$ cat config.mk
export PLATFORM = sky130hd
export DESIGN_NAME = light_monitor
export DESIGN_NICKNAME = d
export VERILOG_FILES = /design/src/rtl/light_monitor.sv
export SDC_FILE = /design/constraint.sdc
export NUM_CORES = 1
export LEC_CHECK = 0
export ABC_AREA = 0
export CORE_ASPECT_RATIO = 1.4
export CORE_MARGIN = 5
export CORE_UTILIZATION = 45
export DETAILED_ROUTE_END_ITERATION = 8
export GPL_TIMING_DRIVEN = 0
export PLACE_DENSITY = 0.66
export SYNTH_ARGS = -nofsm -noshare
export SYNTH_HDL_FRONTEND = slang
export SYNTH_SLANG_ARGS = --single-unit
$ cat constraint.sdc
create_clock -name clk100khz -period 2.7 [get_ports clk100khz]
set_input_delay 0.81 -clock clk100khz [delete_from_list [all_inputs] [get_ports clk100khz]]
set_output_delay 0.81 -clock clk100khz [all_outputs]
set_load 0.05 [all_outputs]
$ cat src/rtl/light_monitor.sv
// Passive observer of the light pattern bus: tracks the generator's step sequence, classifies SHIFT speed, counts cycles.
// Optional bus watchdog enabled by defining LIGHT_MON_STUCK_DET_EN (adds STUCK_LIMIT parameter and drives `stuck`).
module light_monitor #(
  parameter int CNT_W       = 18,
  parameter int FAST_THRESH = 30000
`ifdef LIGHT_MON_STUCK_DET_EN
  , parameter int STUCK_LIMIT = 200000
`endif
) (
  input  logic       clk100khz,
  input  logic       rst_n,
  input  logic [7:0] light,
  output logic [1:0] phase,
  output logic       step_strobe,
  output logic       seq_err,
  output logic       speed_fast,
  output logic       speed_valid,
  output logic [7:0] cycle_cnt,
  output logic       stuck
);

  typedef enum logic [1:0] {
    HUNT  = 2'd0,
    FLASH = 2'd1,
    SHIFT = 2'd2,
    ALT   = 2'd3
  } phase_e;

  localparam logic [CNT_W-1:0] CNT_MAX = '1;

  logic [7:0]       light_s_q, light_p_q;
  logic             change;
  phase_e           phase_q;
  logic [3:0]       exp_q;
  logic [7:0]       exp_val;
  logic [CNT_W-1:0] intv_q;
  logic             step_strobe_q, seq_err_q, speed_fast_q, speed_valid_q;
  logic [7:0]       cycle_cnt_q;

`ifdef LIGHT_MON_STUCK_DET_EN
  localparam int IDLE_W = $clog2(STUCK_LIMIT + 1);
  localparam logic [IDLE_W-1:0] IDLE_LAST = IDLE_W'(STUCK_LIMIT - 1);
  logic [IDLE_W-1:0] idle_q;
  logic              stuck_q;
`endif

  assign change = (light_s_q != light_p_q);

  // exp_q indexes the next legal value; index 10 is the second 00 that leads into ALT.
  always_comb begin
    exp_val = 8'hFF;
    case (exp_q)
      4'd0:    exp_val = 8'hFF;
      4'd1:    exp_val = 8'h00;
      4'd2:    exp_val = 8'h80;
      4'd3:    exp_val = 8'h40;
      4'd4:    exp_val = 8'h20;
      4'd5:    exp_val = 8'h10;
      4'd6:    exp_val = 8'h08;
      4'd7:    exp_val = 8'h04;
      4'd8:    exp_val = 8'h02;
      4'd9:    exp_val = 8'h01;
      4'd10:   exp_val = 8'h00;
      4'd11:   exp_val = 8'hAA;
      4'd12:   exp_val = 8'h55;
      default: exp_val = 8'hFF;
    endcase
  end

  always_ff @(posedge clk100khz) begin
    if (!rst_n) begin
      light_s_q     <= 8'h00;
      light_p_q     <= 8'h00;
      phase_q       <= HUNT;
      exp_q         <= 4'd0;
      intv_q        <= '0;
      step_strobe_q <= 1'b0;
      seq_err_q     <= 1'b0;
      speed_fast_q  <= 1'b0;
      speed_valid_q <= 1'b0;
      cycle_cnt_q   <= 8'd0;
`ifdef LIGHT_MON_STUCK_DET_EN
      idle_q        <= '0;
      stuck_q       <= 1'b0;
`endif
    end else begin
      light_s_q     <= light;
      light_p_q     <= light_s_q;
      step_strobe_q <= 1'b0;
      seq_err_q     <= 1'b0;

      if (change) begin
        intv_q <= CNT_W'(1);
      end else if (intv_q != CNT_MAX) begin
        intv_q <= intv_q + 1'b1;
      end

      if (change) begin
        if (phase_q == HUNT) begin
          if (light_s_q == 8'hFF) begin
            step_strobe_q <= 1'b1;
            phase_q       <= FLASH;
            exp_q         <= 4'd1;
          end
        end else if (light_s_q == exp_val) begin
          step_strobe_q <= 1'b1;
          exp_q         <= (exp_q == 4'd12) ? 4'd0 : exp_q + 4'd1;
          case (exp_q)
            4'd0: begin
              phase_q     <= FLASH;
              exp_q       <= 4'd1;
              cycle_cnt_q <= cycle_cnt_q + 8'd1;
            end
            4'd1:    phase_q <= SHIFT;
            4'd10:   phase_q <= ALT;
            default: phase_q <= phase_q;
          endcase
          // Only SHIFT-to-SHIFT steps have a regular dwell worth measuring.
          if (exp_q >= 4'd3 && exp_q <= 4'd9) begin
            speed_fast_q  <= (32'(intv_q) < FAST_THRESH);
            speed_valid_q <= 1'b1;
          end
        end else begin
          seq_err_q <= 1'b1;
          if (light_s_q == 8'hFF) begin
            phase_q <= FLASH;
            exp_q   <= 4'd1;
          end else begin
            phase_q <= HUNT;
            exp_q   <= 4'd0;
          end
        end
      end

`ifdef LIGHT_MON_STUCK_DET_EN
      if (change) begin
        idle_q  <= '0;
        stuck_q <= 1'b0;
      end else if (!stuck_q) begin
        idle_q <= idle_q + 1'b1;
        if (idle_q == IDLE_LAST) begin
          stuck_q <= 1'b1;
          phase_q <= HUNT;
          exp_q   <= 4'd0;
        end
      end
`endif
    end
  end

  assign phase       = phase_q;
  assign step_strobe = step_strobe_q;
  assign seq_err     = seq_err_q;
  assign speed_fast  = speed_fast_q;
  assign speed_valid = speed_valid_q;
  assign cycle_cnt   = cycle_cnt_q;
`ifdef LIGHT_MON_STUCK_DET_EN
  assign stuck = stuck_q;
`else
  assign stuck = 1'b0;
`endif

endmodule

* Word-level counts from Yosys, hierarchy flattened *
Memories as Yosys holds them, arrays and structs flattened. A register that Yosys moved wholly into a read port is not among the register bits.
Cells that the tools add are included.

storage, ports and cells
  flip-flop bits (word level) = 52
  memory bits (read-only) = 128
  memories = 1

cells by class
  magnitude comparators = 3
  multiplexer cells = 19
  $add $sub $neg = 3
  bitwise gates (word level) = 3
  reduce and logical (&&, ||, !) cells = 11
  eq/ne operators = 9

memories
  name              depth  width  rd ports  clocked after memory_dff  write ports  RTL line  source
  (name not given)  16     8      1         1                         0            52        case (exp_q)

operators with widths
  operator                                                            number
  two-way mux 4 bit                                                   7
  adder 18 x 1 -> 18 bit (second input constant)                      1
  < comparator 18 x 15 -> 1 bit (second input constant)               1
  inequality test 18 bit (second input constant)                      1
  adder 8 x 1 -> 8 bit (second input constant)                        1
  equality test 4 bit (second input constant)                         2
  equality test 8 bit                                                 1
  equality test 8 bit (second input constant)                         1
  two-way mux 1 bit                                                   8
  inequality test 8 bit                                               1
  AND reduction 4 bit                                                 2
  two-way mux 2 bit                                                   3
  one-hot mux 2 bit (3 select lines)                                  1
  inequality test 5 x 2 -> 1 bit (second input constant)              1
  adder 4 x 1 -> 4 bit (second input constant)                        1
  equality test 4 x 1 -> 1 bit (second input constant)                1
  greater-or-equal comparator 4 x 2 -> 1 bit (second input constant)  1
  <= comparator 4 bit (second input constant)                         1
  zero test 4 bit                                                     1
  AND reduction 2 bit                                                 2
  NOT 1 bit                                                           3
  AND reduction 3 bit                                                 1
  OR reduction 3 bit                                                  1
  zero test 2 bit                                                     1
  4 further kinds                                                     4

* Longest topological paths before layout *
Gate-level depths: netlist of the first run.

  depth after elaboration = 7
  mapped depth = 12

* Worst setup path after synthesis of the first run *
OpenSTA, ideal clock, no wires.

  path type = register to register
  start = register phase_q[0], in the netlist phase[0]
  end = register exp_val[1] (netlist name)
  arrival time = 2.278 ns
  path slack = 0.299 ns
  cell stages (with the launch flop) = 10
  path through = dfxtp_1 -> nor2_1 -> nand3b_2 -> nor2_1 -> a22oi_1 -> nor2_1 -> inv_1 -> ha_1 -> mux2i_1 -> o22ai_1

between the ends
  cells in the longest elaborated chain, start to end = 5

RTL lines
  element                                       RTL line  source
  start: declaration                            33        phase_e phase_q;
  start signal: assignment                      116       default: phase_q <= phase_q;
  zero test 2 bit (*)                           99        if (phase_q == HUNT) begin
  inequality test 2 x 1 -> 1 bit (no line)      -
  AND reduction 2 bit (no line)                 -
  two-way mux 4 bit (no line) (*) (2 in a row)  -

Every way passes the cells marked *; elsewhere a longest branch is shown, timed or not.
A chain may end at the register's enable or synchronous reset.

* Final worst setup path of the first run *
  start = register light_s_q[6]
  end = register exp_val[7] (netlist name)

between the ends
  cells in the longest elaborated chain, start to end = 6

RTL lines
  element                                       RTL line  source
  start: declaration                            31        logic [7:0] light_s_q, light_p_q;
  start signal: assignment                      87        light_s_q <= light;
  equality test 8 bit                           100, 125
  two-way mux 1 bit                             125       if (light_s_q == 8'hFF) begin
  two-way mux 4 bit                             105       end else if (light_s_q == exp_val) begin
  two-way mux 4 bit                             99
  two-way mux 4 bit (no line) (*) (2 in a row)  -

Marks and branches as above.

==> results.sh, run 1 <==
export IMPL_status="complete, no violations"
export IMPL_cts_tree="done"
export IMPL_wl_um=5520
export IMPL_slew_headroom=0.654
export IMPL_first_pass_iters=4
export IMPL_crit_path_end="exp_val[7]"
export IMPL_worstPathArrival_ns=2.76
export IMPL_rows=34
export IMPL_start_util=0.461
export IMPL_min_delay_start="speed_valid"
export IMPL_grt_pass1_vias=2032
export IMPL_final_area_sq_um=3500
export IMPL_grt_first_pass_wirelength_um=9360
export IMPL_port_buffers=23
export IMPL_startpoint="light_s_q[6]"
export IMPL_area_growth_pct=22.9
export IMPL_clock_sinks=60
export IMPL_r2r_start="light_s_q[6]"
export IMPL_path_class="register to register"
export IMPL_synth_avg_cell_area_sq_um=9.52
export IMPL_crit_path_start_kind="register"
export IMPL_cp_common_cell="inv_1"
export IMPL_synth_async_reset_ratio=0
export IMPL_r2r_cells=11
export IMPL_setup_viol=0
export IMPL_grt_max_degree=12
export IMPL_path_max_fanout=4
export IMPL_synth_seq_cells=60
export IMPL_syn_num_nets=321
export IMPL_htree_num_levels=3
export IMPL_cts_root_buffer="clkbuf_8"
export IMPL_numCtsBuffers=9
export IMPL_synth_edf_count=0
export IMPL_rrSetupSlack_ns=0.15
export IMPL_drv_cap=0
export IMPL_seq_area_frac_synth=0.422
export IMPL_drt_initial_drc_count=83
export IMPL_min_path_type="register to register"
export IMPL_endpoint_kind="register"
export IMPL_path_clk_slew_ns=0.07
export IMPL_crit_chain="xor2_1 > nor4_4 > nand2_2 > a2111oi_4 > a211oi_2 > buf_4 > inv_1 > ha_1 > inv_1 > mux2i_2 > o22ai_1"
export IMPL_max_freq_ghz=0.392
export IMPL_finalCriticalPeriod_ns=2.55
export IMPL_crit_slowest_cell="a2111oi_4"
export IMPL_p_leak_uw=0.00140
export IMPL_yosys_warnings=0
export IMPL_ir_drop_mv=0.405
export IMPL_vias=2117
export IMPL_place_congestion=0.792
export IMPL_die_area_sq_um=8040
export IMPL_grt_overflow=0
export IMPL_vias_per_cell=5.11
export IMPL_post_dp_cell_area_sq_um=3170
export IMPL_finalHoldViolCount=0
export IMPL_ioPinCount=25
export IMPL_synthFlopType="dfxtp_1"
export IMPL_ant_nets=0
export IMPL_synth_distinct_cells=45
export IMPL_rr_endpoint="exp_val[7]"
export IMPL_num_antenna_cells=0
export IMPL_fill_cells=560
export IMPL_layout_drive_gt1_share=0.120
export IMPL_drc=0
export IMPL_fin_nets=359
export IMPL_skew_ns=0.0107
export IMPL_die_x_um=77.2
export IMPL_coreArea_sq_um=6170
export IMPL_worst_pin_slew_ns=0.517
export IMPL_drv_slew=0
export IMPL_fin_crit_sh=0.945
export IMPL_required_ns=2.91
export IMPL_grt_antenna_before_repair=0
export IMPL_powerDensity_nw_per_um2=606
export IMPL_utilization=0.567
export IMPL_cts_buffer_depth=2
export IMPL_synthCells=299
export IMPL_synth_area_sq_um=2850
export IMPL_clk_latency_ns=0.33
export IMPL_grt_use_total=0.142
export IMPL_die_h_um=104
export IMPL_slowest_delay_ns=0.44
export IMPL_wl_per_cell_um=13.3
export IMPL_hpwl_um=4060
==> layer usage <==
layer	wire length [um]	up-vias	track usage
met5	0	-	0
met4	91	0	0.0602
met3	178	7	0.0451
met2	2800	22	0.245
met1	2450	988	0.159
li1	-	1100	-
==> worst min path at each step <==
stage	end	slack [ns]	cells past startpoint
3_5_place_dp	speed_valid	0.47	2
3_3_place_gp	speed_valid	0.44	2
4_1_cts	speed_valid	0.48	2
6_report	speed_valid	0.46	2
5_1_grt	speed_valid	0.51	2
2_1_floorplan	intv_q[14]	0.47	2
==> placed cells by master, fill, tap and decap left out, drive strengths merged, types with 4 or more instances in the layout <==
cell and n:
nand3 9, and3 7, nand2b 4, o21ai 5, xor2 24, nand2 20, inv 10, a21oi 4
buf 10, nor2 36, dfxtp 60, clkdlybuf4s50 22, ha 12, nor4 4, a211oi 4, clkbuf 16
mux2i 12, and2 19, nand4 12, xnor2 13, a21o 4
==> state kept, by name (all words and copies together) (netlist names) <==
signal,flops
cycle_cnt,8
exp_q,4
exp_val,8
intv_q,18
light_p_q,8
light_s_q,8
phase,2
seq_err,1
speed_fast,1
speed_valid,1
step_strobe,1
==> stage by stage <==
step / TNS, ns / total power [uW] / hold slack, ns / setup WS, ns / cells
finish: 0 / 2120 / 0.464 / 0.149 / 414
floorplan: 0 / 1070 / 0.472 / 0.299 / 299
global placement: -2.10 / 1110 / 0.435 / -0.320 / 394
detailed placement: -2.56 / 1110 / 0.467 / -0.365 / 394
CTS: 0 / 2140 / 0.477 / 0.0327 / 410
global route: -0.0978 / 2200 / 0.505 / -0.0415 / 414
==> cell type report <==
type | count | area [sq um] | share of cell area
multi-input cells | 218 | 1590 | 0.455
flip-flops and latches | 60 | 1200 | 0.343
repair buffers | 27 | 260 | 0.0744
clock buffers | 11 | 151 | 0.0433
clock inverters | 5 | 108 | 0.0308
well taps | 72 | 90.1 | 0.0258
plain buffers | 11 | 57.6 | 0.0165
inverters | 10 | 37.5 | 0.0107
==> kinds of logic (layout without fill, tap and decap cells) <==
group	count (synthesis)	in the layout	synth area share
adders and majority gates	12	12	0.0527
buffers and inverters	21	64	0.0334
DFF	60	60	0.422
xor gates and xnor gates	37	37	0.114
and+or+nand+nor	121	121	0.236
muxes	12	12	0.0422
other	1	1	0.00132
AOI/OAI and AO/OA	35	35	0.0989
==> worst max-delay path, delay by kind of cell, from the launching register on <==
| family | cells | cell delay (ns) |
|---|---|---|
| multiplexers | 1 | 0.20 |
| XOR/XNOR | 1 | 0.20 |
| AO/OA/AOI/OAI | 3 | 0.63 |
| flip-flops | 1 | 0.36 |
| adder cells (fa/ha/maj) | 1 | 0.15 |
| AND/OR/NAND/NOR | 2 | 0.56 |
| buffers and inverters | 3 | 0.32 |
==> power by group <==
part | internal (uW) | total (uW) | switching, uW
sequential | 913 | 936 | 23.0
clock | 667 | 1020 | 353
combinational | 73.3 | 165 | 91.9
==> Yosys cell counts, types with 2 or more instances <==
| library cell | n | area [sq um] |
|---|---|---|
| clkbuf_1 | 5 | 18.8 |
| nand4_1 | 12 | 75.1 |
| o22ai_1 | 3 | 18.8 |
| and2_1 | 19 | 119 |
| o21ai_0 | 5 | 25.0 |
| and3_1 | 7 | 43.8 |
| nor4_4 | 2 | 42.5 |
| nor2_1 | 34 | 128 |
| dfxtp_1 | 60 | 1200 |
| nor3_1 | 2 | 10.0 |
| nor4_1 | 2 | 12.5 |
| mux2i_1 | 12 | 120 |
| a21o_1 | 4 | 30.0 |
| o21bai_1 | 2 | 15.0 |
| and4_1 | 3 | 26.3 |
| ha_1 | 12 | 150 |
| nand2b_1 | 4 | 25.0 |
| o21a_1 | 2 | 15.0 |
| a31oi_1 | 2 | 12.5 |
| a211oi_1 | 3 | 22.5 |
| nand2_1 | 20 | 75.1 |
| inv_1 | 10 | 37.5 |
| nor3b_1 | 2 | 15.0 |
| nand3_1 | 9 | 45.0 |
| buf_2 | 4 | 20.0 |
| xor2_1 | 24 | 210 |
| nor2_2 | 2 | 12.5 |
| xnor2_1 | 13 | 114 |
| a21oi_1 | 4 | 20.0 |
==> timing repair <==
action                     4_1_cts  5_1_grt
pin swaps                        0        3
setup buffers                    0        4
resized for setup                1        9
setup endpoints to repair        3        8
hold buffers                     0        0
Power figures use the tool's default switching activity.
==> run 2: changes to the inputs <==
--- a/config.mk
+++ b/config.mk
@@ -6,11 +6,12 @@
 export NUM_CORES = 1
 export LEC_CHECK = 0
 export ABC_AREA = 0
-export CORE_ASPECT_RATIO = 1.4
+export CORE_ASPECT_RATIO = 0.6
 export CORE_MARGIN = 5
 export CORE_UTILIZATION = 45
 export DETAILED_ROUTE_END_ITERATION = 8
 export GPL_TIMING_DRIVEN = 0
+export MAX_ROUTING_LAYER = met4
 export PLACE_DENSITY = 0.66
 export SYNTH_ARGS = -nofsm -noshare
 export SYNTH_HDL_FRONTEND = slang
==> run 2 against run 1 <==
Net effect:
- wire length increased by 9.4%
- maximum frequency decreased by 1.7%
- clock-buffer cell count decreased by 2
- clock power about the same
- design area decreased by 0.61%
- non-clock buffer count decreased by 2
- hold slack got worse by 0.0038 ns
- via count increased by 0.99%
- sequential share of layout area increased by 0.39 points
- power decreased by 0.51%
- setup slack got worse by 0.043 ns
==> results.sh, run 2 (same netlist as run 1, synthesis figures left out) <==
export IMPL_multiInputGateArea_sq_um=1570
export IMPL_drv_cap=0
export IMPL_path_max_fanout=4
export IMPL_utilization=0.566
export IMPL_cts_tree="done"
export IMPL_required_ns=2.93
export IMPL_ioPinCount=25
export IMPL_crit_chain="xor2_1 > nor4_4 > nand2_2 > a221oi_4 > a2111oi_2 > a211oi_2 > ha_1 > mux2i_1 > o22ai_1"
export IMPL_ant_nets=0
export IMPL_ir_drop_mv=0.270
export IMPL_min_path_type="register to register"
export IMPL_vias=2138
export IMPL_grt_use_total=0.164
export IMPL_area_growth_pct=22.2
export IMPL_post_dp_cell_area_sq_um=3180
export IMPL_coreArea_sq_um=6140
export IMPL_die_h_um=71.6
export IMPL_start_util=0.464
export IMPL_holdBufCountCts=0
export IMPL_p_leak_uw=0.00136
export IMPL_die_area_sq_um=8070
export IMPL_wl_per_cell_um=14.2
export IMPL_grt_max_degree=13
export IMPL_largest_register_ffs=18
export IMPL_power_uw=2110
export IMPL_place_congestion=0.801
export IMPL_clk_latency_ns=0.35
export IMPL_top_register="intv_q"
export IMPL_wl_met1_um=3280
export IMPL_fill_cells=550
export IMPL_status="complete, no violations"
export IMPL_final_cell_mix="55 x dfxtp_1, 33 x nor2_1, 24 x xor2_1, 22 x clkdlybuf4s50_1"
export IMPL_wl_um=6040
export IMPL_cp_top_family="compound AO/OA/AOI/OAI gates"
export IMPL_final_common_cell="dfxtp_1"
export IMPL_grt_pass1_vias=2011
export IMPL_drv_slew=0
export IMPL_crit_path_start_kind="register"
export IMPL_grt_overflow=0
export IMPL_powerDensity_nw_per_um2=607
export IMPL_first_pass_iters=4
export IMPL_final_area_sq_um=3480
export IMPL_crit_cells=9
export IMPL_num_antenna_cells=0
export IMPL_port_buffers=23
export IMPL_cp_num_buf_inv=0
export IMPL_slowest_delay_ns=0.40
export IMPL_grt_first_pass_wirelength_um=10100
export IMPL_numCtsBuffers=9
export IMPL_dr_wl_met3_um=336
export IMPL_drt_initial_drc_count=119
export IMPL_r2r_cells=9
export IMPL_htree_num_levels=3
export IMPL_wl_met2_um=2310
export IMPL_skew_ns=0.00698
export IMPL_endpoint_kind="register"
export IMPL_layout_drive_gt1_share=0.132
export IMPL_max_freq_ghz=0.385
export IMPL_rows=22
export IMPL_path_clk_slew_ns=0.07
export IMPL_die_x_um=113
export IMPL_fin_crit_sh=0.961
export IMPL_grt_antenna_before_repair=0
export IMPL_clock_sinks=60
export IMPL_hpwl_um=4350
export IMPL_whs_ns=0.460
export IMPL_slew_headroom=0.656
export IMPL_cts_buffer_depth=2
export IMPL_setup_viol=0
export IMPL_finalCriticalPeriod_ns=2.59
export IMPL_cts_root_buffer="clkbuf_8"
export IMPL_highest_layer="met4"
export IMPL_fin_nets=357
export IMPL_seq_area_sq_um=1210
export IMPL_finalHoldViolCount=0
export IMPL_worstHoldPathCells=2
export IMPL_drc=0
export IMPL_rsz0062_at_grt="true"
export IMPL_vias_per_cell=5.04
export IMPL_path_class="register to register"
export IMPL_worst_pin_slew_ns=0.514
export IMPL_crit_slowest_cell="a211oi_2"
export IMPL_worstPathArrival_ns=2.82
==> run 2: repair_timing <==
item                       4_1_cts  5_1_grt
setup endpoints to repair        4        8
pin swaps                        1        3
resized for setup                0       13
buffers inserted                 0        2
==> run 2: worst min-delay path, cell delays in order (launching register included) <==
cell     delay [ns]
dfxtp_1        0.32
inv_1          0.05
a21oi_1        0.05
==> run 2: path summary, 6_finish.rpt <==
kind                              startpoint          end  slack (ns)
worst min-delay path             speed_valid  speed_valid        0.46
worst max-delay path            light_s_q[5]   exp_val[1]        0.11
worst min register to register   speed_valid  speed_valid        0.46
worst max register to register  light_s_q[5]   exp_val[1]        0.11
==> run 2: layout make-up <==
type,instances,share of cell area
Clock inverter,7,0.0356
Timing Repair Buffer,25,0.0712
Sequential cell,60,0.347
Buffer,11,0.0166
Multi-Input combinational cell,218,0.453
Tap cell,84,0.0302
Inverter,10,0.0108
Clock buffer,9,0.0356
==> run 2: through the flow <==
stage	worst slack (ns)	TNS [ns]	instances
2_1_floorplan	0.299	0	299
3_3_place_gp	-0.380	-2.25	406
3_5_place_dp	-0.339	-2.25	406
4_1_cts	0.0161	0	422
5_1_grt	-0.0561	-0.152	424
6_report	0.106	0	424
==> run 2: power breakdown <==
group	internal, uW	total, uW	switching [uW]
Combinational	72.6	170	97.0
Sequential	914	940	26.0
Clock	619	1000	382
Total	1610	2110	505
==> run 2: per-layer routing <==
| metal | track usage | vias to the layer above |
|---|---|---|
| met5 | - | - |
| met4 | 0.0773 | 0 |
| met3 | 0.0481 | 11 |
| met2 | 0.199 | 50 |
| met1 | 0.239 | 982 |
| li1 | - | 1095 |
